--- src/rtl/fpu_mult_arbiter.sv ---
`default_nettype none
// ============================================================================
// Module      : fpu_mult_arbiter
// Description : Two-requester round-robin arbiter that fronts one shared,
//               fixed-latency floating-point multiplier.
// Revision    : 1.0
// ============================================================================
module fpu_mult_arbiter #(
    parameter int MUL_LATENCY = 1,
    parameter int W           = 32
) (
    input  logic         clk,
    input  logic         rst_n,
    input  logic         req0_valid,
    input  logic [W-1:0] req0_a,
    input  logic [W-1:0] req0_b,
    output logic         req0_ready,
    input  logic         req1_valid,
    input  logic [W-1:0] req1_a,
    input  logic [W-1:0] req1_b,
    output logic         req1_ready,
    output logic         resp0_valid,
    input  logic         resp0_ready,
    output logic         resp1_valid,
    input  logic         resp1_ready,
    output logic [W-1:0] resp_result,
    output logic         resp_overflow,
    output logic [W-1:0] mul_a,
    output logic [W-1:0] mul_b,
    input  logic [W-1:0] mul_result,
    input  logic         mul_overflow,
    output logic         busy
);

    typedef enum logic [1:0] {
        ST_IDLE = 2'd0,
        ST_BUSY = 2'd1,
        ST_RESP = 2'd2
    } state_t;

    localparam logic [3:0] c_lat = 4'(MUL_LATENCY);

    state_t       r_state;
    logic [3:0]   r_cnt;
    logic         r_last_gnt;
    logic         r_gnt;
    logic [W-1:0] r_op_a;
    logic [W-1:0] r_op_b;
    logic [W-1:0] r_result;
    logic         r_ovf;
    logic         r_resp0_valid;
    logic         r_resp1_valid;
    logic         r_busy;

    logic w_sel1;
    logic w_sel0;
    logic w_can_issue;
    logic w_accept;
    logic w_consume;

    // Requester 1 wins a tie only when requester 0 was the last one served.
    assign w_sel1      = req1_valid && (!req0_valid || !r_last_gnt);
    assign w_sel0      = req0_valid && !w_sel1;
    assign w_can_issue = rst_n && (r_state == ST_IDLE);
    assign req0_ready  = w_can_issue && w_sel0;
    assign req1_ready  = w_can_issue && w_sel1;
    assign w_accept    = req0_ready || req1_ready;
    assign w_consume   = (r_state == ST_RESP) && (r_gnt ? resp1_ready : resp0_ready);

    assign mul_a         = r_op_a;
    assign mul_b         = r_op_b;
    assign resp_result   = r_result;
    assign resp_overflow = r_ovf;
    assign resp0_valid   = r_resp0_valid;
    assign resp1_valid   = r_resp1_valid;
    assign busy          = r_busy;

    always_ff @(posedge clk) begin
        if (!rst_n) begin
            r_state       <= ST_IDLE;
            r_cnt         <= 4'd0;
            r_last_gnt    <= 1'b1;
            r_gnt         <= 1'b0;
            r_op_a        <= '0;
            r_op_b        <= '0;
            r_result      <= '0;
            r_ovf         <= 1'b0;
            r_resp0_valid <= 1'b0;
            r_resp1_valid <= 1'b0;
            r_busy        <= 1'b0;
        end else begin
            case (r_state)
                ST_IDLE: begin
                    if (w_accept) begin
                        r_op_a  <= w_sel1 ? req1_a : req0_a;
                        r_op_b  <= w_sel1 ? req1_b : req0_b;
                        r_gnt   <= w_sel1;
                        r_cnt   <= c_lat;
                        r_state <= ST_BUSY;
                        r_busy  <= 1'b1;
                    end
                end
                ST_BUSY: begin
                    r_cnt <= r_cnt - 4'd1;
                    if (r_cnt == 4'd1) begin
                        r_result      <= mul_result;
                        r_ovf         <= mul_overflow;
                        r_resp0_valid <= !r_gnt;
                        r_resp1_valid <= r_gnt;
                        r_state       <= ST_RESP;
                    end
                end
                ST_RESP: begin
                    if (w_consume) begin
                        r_resp0_valid <= 1'b0;
                        r_resp1_valid <= 1'b0;
                        r_last_gnt    <= r_gnt;
                        r_state       <= ST_IDLE;
                        r_busy        <= 1'b0;
                    end
                end
                default: begin
                    r_state <= ST_IDLE;
                    r_busy  <= 1'b0;
                end
            endcase
        end
    end

endmodule
`default_nettype wire

--- config.mk ---
export PLATFORM = sky130hd
export DESIGN_NAME = fpu_mult_arbiter
export DESIGN_NICKNAME = d
export VERILOG_FILES = /design/src/rtl/fpu_mult_arbiter.sv
export SDC_FILE = /design/constraint.sdc
export NUM_CORES = 1
export LEC_CHECK = 0
export CAP_MARGIN = 15
export CORE_ASPECT_RATIO = 0.7
export CORE_MARGIN = 1.5
export CORE_UTILIZATION = 42
export DETAILED_ROUTE_END_ITERATION = 6
export GPL_ROUTABILITY_DRIVEN = 0
export PLACE_DENSITY = 0.87
export SLEW_MARGIN = 30
export SYNTH_ARGS = -nofsm -noshare
export SYNTH_HDL_FRONTEND = slang
export SYNTH_SLANG_ARGS = --single-unit
--- constraint.sdc ---
create_clock -name clk -period 3.1 [get_ports clk]
set_clock_uncertainty 0.1 [all_clocks]
set_input_delay 0.31 -clock clk [delete_from_list [all_inputs] [get_ports clk]]
set_output_delay 0.31 -clock clk [all_outputs]
set_load 0.005 [all_outputs]
# Word-level counts from Yosys, hierarchy flattened
# Index checks and enable logic that the tools add are counted.
# totals
elab_cells	57
register_bits	108
output_inout_bits	102
# op_classes
n_addsub	1
bitwise_logic	1
n_reduce_logical	22
n_eq_ne	6
muxes	16
# op_table
operator	count
32-bit 2-to-1 mux	2
3-bit AND reduction	3
4-bit one-hot mux with 2 select lines	1
2-bit AND reduction	4
1-bit logical AND	6
2-bit 2-to-1 mux	3
2-bit inequality test (second input constant)	3
2-bit one-hot mux with 3 select lines	1
1-bit 2-to-1 mux	5
4-bit by 1-bit == test with 1-bit output (second input constant)	1
1-bit zero test	4
4-bit 2-to-1 mux	1
1-bit one-hot mux with 2 select lines	2
2-bit nonzero test	2
4-bit by 1-bit subtractor with 4-bit output (second input constant)	1
1-bit one-hot mux with 3 select lines	1
2-bit by 1-bit == test with 1-bit output (second input constant)	1
2-bit == test (second input constant)	1
2-bit zero test	1
1-bit logical OR	2
1-bit NOT	1

# Longest topological paths before layout
# Gate-level depths: netlist (run 1).
# logic_depth
ltp_word	9
depth_mapped	7
ltp_nobuf	5

# Worst setup path after synthesis (run 1)
# No wires, ideal clock.
# synth_timing
path_type	reg-to-reg
startpoint	register r_cnt[1]
endpoint	register r_result[22], in the netlist resp_result[22]
n_path_buf	2
period_less_slack_ps	1600
setup_slack_ps	1500
arrival_time_ps	1368
path_stages_with_launch	8
path_cell_list	dfxtp_1 inv_1 ha_1 or3b_1 clkbuf_1 clkbuf_1 o21ai_0 a21oi_1
# synth_via
elab_chain_cells	2
# synth_rtl
item	line_no	source
start, declared	44	logic [3:0] r_cnt;
start signal, assigned	98	r_cnt <= c_lat;
start signal, assigned	104	r_cnt <= r_cnt - 4'd1;
4-bit by 1-bit == test with 1-bit output	105	if (r_cnt == 4'd1) begin
2-bit AND reduction (no source line)	--	
end signal, assigned	106	r_result <= mul_result;
end, declared	49	logic [W-1:0] r_result;
# No other way between the ends.
# A chain may end at the register's enable or synchronous reset.

# Final worst setup path (run 1)
# layout_timing
startpoint	register r_state[1]
endpoint	output port req1_ready
# layout_via
elab_chain_cells	3
# layout_rtl
item	line_no	source
start, declared	43	state_t r_state;
start signal, assigned	80	r_state <= ST_IDLE;
start signal, assigned	99	r_state <= ST_BUSY;
start signal, assigned	110	r_state <= ST_RESP;
2-bit zero test	64	assign w_can_issue = rst_n && (r_state == ST_IDLE);
1-bit logical AND	64	
1-bit logical AND	66	assign req1_ready = w_can_issue && w_sel1;
end, declared	21	output logic req1_ready,
# No other way between the ends.

==> reports/qor.csv, run 1 <==
metric,value,unit
status,"complete, no violations",
Resize count post-CTS,0,
final wirelength,16.5,mm
relative slew slack,41.8,%
# clock sinks,108,
sequential power share,42.2,%
total die area,12500,um^2
largest net degree at the start of global routing,67,
Yosys reg bits,108,
Psw,1.11,mW
fraction of layout cells with a size suffix above 1,9.79,%
synth top area cells,"dfxtp_1 43%, a311oi_2 12%, nand2_1 10%",
Yosys top cell by area,dfxtp_1,
switching share of power,29.8,%
CP max stage cell,clkdlybuf4s50_1,
total track usage,25.3,%
"Avg Cell Area, Syn",8.54,um^2
reg2reg setup slack,1.07,ns
largest family of logic cells by synthesized area,compound AO/OA/AOI/OAI gates,
vias per cell,5.52,
total negative setup slack,0,ns
Cell variety after synth,39,
Finished Cell Area,7980,um^2
Die X,133,um
Die Ht,94.1,um
Post-DRT Antenna Nets,0,
Detail Placement HPWL,11.3,mm
startpoint types,register,
Synth Area in Compound Gates,31.9,%
"delay-heaviest family, CP",buffers and inverters,
Synth top area share,43.4,%
final hold violations,0,
clk root buf,clkbuf_16,
placement-stage cell area,7680,um^2
drt drc,0,
Peak Freq,412,MHz
CP max stage delay,0.50,ns
maximum VDD drop,0.321,mV
CORE AREA,11600,um^2
mapped cell area,4980,um^2
Tmin final,2.43,ns
Rows,33,
worst path bufs/invs,2,
Fillers,907,
total CTS buffers,9,
"Async S/R FF share, synth",0,%
Combinational Power Share,26.6,%
setup bufs post-CTS,0,
"Seq/Total Area, Yosys",43.4,%
max-slew violation count,0,
"Clk pin slew, worst setup/hold paths",0.08,ns
Final Setup Violations,0,
Clock Latency Late Sink,0.35,ns
clock power share,31.1,%
initial antenna violation count,0,
Hold Path Class,reg2reg,
Final nets,981,
drt first pass iters,5,
Synth Area in Adders,0.502,%
Hold Buf Count CTS,0,
post-synthesis xor/xnor area fraction,0.176,%
simple-gate share of the synthesized area,16.5,%
Post-synth top cells,"137 x nand2_1, 108 x dfxtp_1, 102 x a21oi_1, 40 x a311oi_2, 36 x o21ai_0",
Post-Synthesis Cells,583,
Critical Path RT,2.69,ns
CP Capture Type,primary output,
internal power,2.62,mW
CP max FO,11,
Starting Density,42.8,%
CTS tree,built,
I/O pin count,269,
critical path arrival,2.02,ns
most frequent cell after synthesis,nand2_1,
Final Hold Slack,0.382,ns
multiplexer area fraction after synthesis,0.201,%
total number of H-tree levels,3,
via count,5374,
Mapped Nets,752,
vias in the first global route,5085,
unrepaired setup endpoints after global routing,false,
area grow syn2layout,60.3,%
Slew @ Worst Pin,0.869,ns
first-pass GRT wire length,25.5,mm
Final period util,78.2,%
"Primary FF master, synth",dfxtp_1,
Max Buffers Root-to-Sink,2,
Max-Cap Viols,0,
LEAKAGE,2.79,nW
IO buf count,268,
global route total overflow,0,
Post-synth EDFFs,0,
DRT iter0 DRCs,322,
CP cell instances,nor3b_4 > buf_4 > and2_1 > clkdlybuf4s50_1,
pwr dens,467,nW/um^2
Ant. Diodes,0,
Synth warnings,0,
DR WL/cell,17.0,um
Setup CP Type,reg2out,
-- cells in the final DEF (no fill, tap or decap), drive strengths merged, types with 8 or more instances in the layout --
cell / count
clkdlybuf4s50: 268
nand2: 137
dfxtp: 108
a21oi: 102
a311oi: 64
o21ai: 36
nand3: 33
buf: 15
clkbuf: 9
inv: 8
-- worst paths after layout --
kind                        start               to  depth (start not counted)
hold reg to reg   resp_result[24]  resp_result[24]                          2
setup reg to reg       r_state[0]      resp0_valid                          3
setup / recovery       r_state[1]       req1_ready                          4
hold / removal    resp_result[24]  resp_result[24]                          2
-- flip-flops by register name, summed over array words and instances (netlist names), 2 cells and up --
name	cells
mul_a	32
mul_b	32
resp_result	32
r_cnt	4
r_state	2
-- cells by family after synthesis --
family / after synthesis
compound gates: 213
xor+xnor: 1
fa+ha+maj: 2
buf+inv: 69
flops: 108
mux: 1
simple gates: 189
-- through the flow --
step	util (%)	instances	power, mW	worst slack [ns]
3_3_place_gp	65.9	958	2.56	0.761
2_1_floorplan	-	583	2.07	1.50
4_1_cts	68.6	974	3.75	0.671
5_1_grt	68.6	974	3.90	0.575
3_5_place_dp	65.9	958	2.59	0.715
6_report	68.6	974	3.72	0.675
-- layout make-up --
| cell class | count | area [um^2] | area share, % |
|---|---|---|---|
| Multi-Input combinational cell | 406 | 2470 | 30.9 |
| Timing Repair Buffer | 283 | 2830 | 35.5 |
| Clock inverter | 7 | 78.8 | 0.987 |
| Clock buffer | 9 | 225 | 2.82 |
| Sequential cell | 108 | 2160 | 27.1 |
| Tap cell | 157 | 196 | 2.46 |
| Inverter | 4 | 17.5 | 0.219 |
-- power by group through the flow --
stage | Sequential [mW] | Clock, mW | Combinational [mW]
floorplan | 1.60 | 0 | 0.471
global placement | 1.60 | 0 | 0.963
detailed placement | 1.60 | 0 | 0.988
CTS | 1.57 | 1.18 | 0.992
global route | 1.59 | 1.24 | 1.07
finish | 1.57 | 1.16 | 0.992
-- worst register-to-register path, stage by stage (launching register included) --
cell and delay, ns:
dfxtp_1 0.53, nor2b_2 0.79, nand2_1 0.21, o32ai_1 0.30
-- layer usage --
metal	track usage (%)	part of all wire [%]	vias to the layer above
met5	0	0	-
met4	5.62	1.4	0
met3	8.04	8.5	21
met2	44.6	49	240
met1	30.5	41	2556
li1	-	-	2557
Note: power is estimated with default switching activity, not from simulation.
==> run 2: changes to the inputs <==
--- a/config.mk
+++ b/config.mk
@@ -8,10 +8,10 @@
 export CAP_MARGIN = 15
 export CORE_ASPECT_RATIO = 0.7
 export CORE_MARGIN = 1.5
-export CORE_UTILIZATION = 42
+export CORE_UTILIZATION = 39
 export DETAILED_ROUTE_END_ITERATION = 6
 export GPL_ROUTABILITY_DRIVEN = 0
-export PLACE_DENSITY = 0.87
+export PLACE_DENSITY = 0.81
 export SLEW_MARGIN = 30
 export SYNTH_ARGS = -nofsm -noshare
 export SYNTH_HDL_FRONTEND = slang
==> constraint.sdc (replaced) <==
create_clock -name clk -period 2.36 [get_ports clk]
set_clock_uncertainty 0.1 [all_clocks]
set_input_delay 0.236 -clock clk [delete_from_list [all_inputs] [get_ports clk]]
set_output_delay 0.236 -clock clk [all_outputs]
set_load 0.005 [all_outputs]
==> run 2 against run 1 <==
Final area about the same. Clock power increased by 28%. Combinational power increased by 31%. Register-to-register slack got worse by 0.85 ns. Total power increased by 30%. Wire length decreased by 1.2%. Via count increased by 0.11%. Core utilization decreased by 4.3 points. First-iteration DRC count increased by 18%. Flip-flop and latch count unchanged. Sequential power increased by 32%. Critical endpoint unchanged.
==> reports/qor.csv, run 2 (synthesis gave the netlist of run 1 again) <==
metric,value,unit,change
CTS tree,built,,
Slew @ Worst Pin,0.963,ns,+0.0945 ns
IO buf count,268,,unchanged
drt first pass iters,5,,unchanged
final hold violations,0,,unchanged
Post-DRT Antenna Nets,0,,unchanged
total number of H-tree levels,3,,unchanged
# clock sinks,108,,unchanged
DRT iter0 DRCs,380,,+18%
Ant. Diodes,0,,unchanged
Storage cell area,2160,um^2,unchanged
CP Capture Type,primary output,,
global route total overflow,0,,unchanged
CORE AREA,12400,um^2,+6.7%
drt drc,0,,unchanged
CP cell instances,nor3b_4 > buf_4 > and2_1 > clkdlybuf4s50_1,,
Hold Buf Count CTS,0,,unchanged
total track usage,23.6,%,-1.8 points
Final nets,979,,-0.20%
Hold Path Class,in2reg,,
startpoint types,register,,
Starting Density,40.1,%,-2.7 points
"Clk pin slew, worst setup/hold paths",0.08,ns,about the same
CP max stage delay,0.50,ns,about the same
clk root buf,clkbuf_16,,
"commonest non-fill, non-tap cells in the layout","268 x clkdlybuf4s50_1, 137 x nand2_1, 108 x dfxtp_1, 102 x a21oi_1, 40 x a311oi_2",,
Rows,34,,+3.0%
pwr dens,607,nW/um^2,+30%
total CTS buffers,9,,unchanged
Die Ht,97.6,um,+3.7%
status,"complete, no violations",,
I/O pin count,269,,unchanged
Max-Cap Viols,0,,unchanged
Multi-input gate area,2470,um^2,unchanged
vias in the first global route,5344,,+5.1%
Detail Placement HPWL,11.2,mm,-0.76%
Critical Path RT,2.02,ns,-0.67 ns
final wirelength,16.3,mm,-1.2%
maximum VDD drop,0.379,mV,+18%
CP max FO,9,,-2
relative slew slack,35.8,%,-6.0 points
Resize count post-CTS,0,,unchanged
largest net degree at the start of global routing,67,,unchanged
via count,5380,,+0.11%
Max Buffers Root-to-Sink,2,,unchanged
Peak Freq,446,MHz,
Setup CP Type,reg2out,,
Final Setup Violations,0,,unchanged
total die area,13500,um^2,+7.5%
critical path arrival,1.91,ns,-0.11 ns
LEAKAGE,2.78,nW,-0.13%
setup bufs post-CTS,0,,unchanged
first-pass GRT wire length,26.3,mm,+3.2%
Clock Latency Late Sink,0.34,ns,about the same
"most common cell after layout, fill and taps aside",clkdlybuf4s50_1,,
area grow syn2layout,60.3,%,about the same
DR WL/cell,16.7,um,-1.5%
Die X,138,um,+3.7%
fraction of layout cells with a size suffix above 1,9.45,%,-0.34 points
unrepaired setup endpoints after global routing,false,,
max-slew violation count,0,,unchanged
Fillers,975,,+7.5%
post-layout util,64.3,%,-4.3 points
vias per cell,5.51,,-0.20%
Final period util,95.1,%,
CP max stage cell,clkdlybuf4s50_1,,
Tmin final,2.24,ns,
initial antenna violation count,0,,unchanged
Power Total,4.85,mW,+30%
## run 2: changes by cell type in the layout (fill, tap and decap cells not counted), sizes merged
| cell | previous run | this run |
|---|---|---|
| buf | 15 | 13 |
## run 2: cell type report
class | instances | area share [%]
clock buffer | 9 | 2.82
multi-input combinational | 406 | 30.9
sequential | 108 | 27.1
clock inverter | 7 | 0.830
timing repair buffer | 281 | 35.6
inverter | 4 | 0.219
tap | 162 | 2.54
## run 2: critical path: cells and delay by family (launching register included)
family,cells,cell delay (ns)
and+or+nand+nor,2,0.47
buffers and inverters,2,0.68
DFF,1,0.41
## run 2: power breakdown
group	total, mW	leakage, nW	internal [mW]	switching [mW]
clock network	1.48	0.144	0.746	0.735
registers	2.07	0.886	1.97	0.0960
logic	1.30	1.75	0.709	0.589
total	4.85	2.78	3.43	1.42
## run 2: final timing paths
kind,from,end,slack [ns],cells after the start
max,r_state[0],req1_ready,0.12,4
min,mul_result[12],resp_result[12],0.35,3
max reg2reg,r_state[0],mul_b[27],0.22,3
min reg2reg,resp_result[4],resp_result[4],0.38,2
## run 2: metal layers
layer | GRT usage (%) | routed length [um] | vias up
li1 | - | - | 2552
met1 | 28.2 | 6610 | 2537
met2 | 39.2 | 7830 | 260
met4 | 8.10 | 416 | 0
met5 | 0 | 0 | -
met3 | 8.38 | 1490 | 31
## run 2: stage by stage
stage          TNS (ns)  setup slack [ns]  std cells  hold slack, ns  instance area [um^2]
4_1_cts               0            0.0936        977           0.332                  7990
6_report              0             0.116        977           0.348                  7990
3_5_place_dp      -1.01           -0.0509        961           0.367                  7690
5_1_grt               0           0.00374        977           0.351                  7990
3_3_place_gp          0           0.00176        961           0.359                  7690
2_1_floorplan         0             0.760        583           0.284                  4980
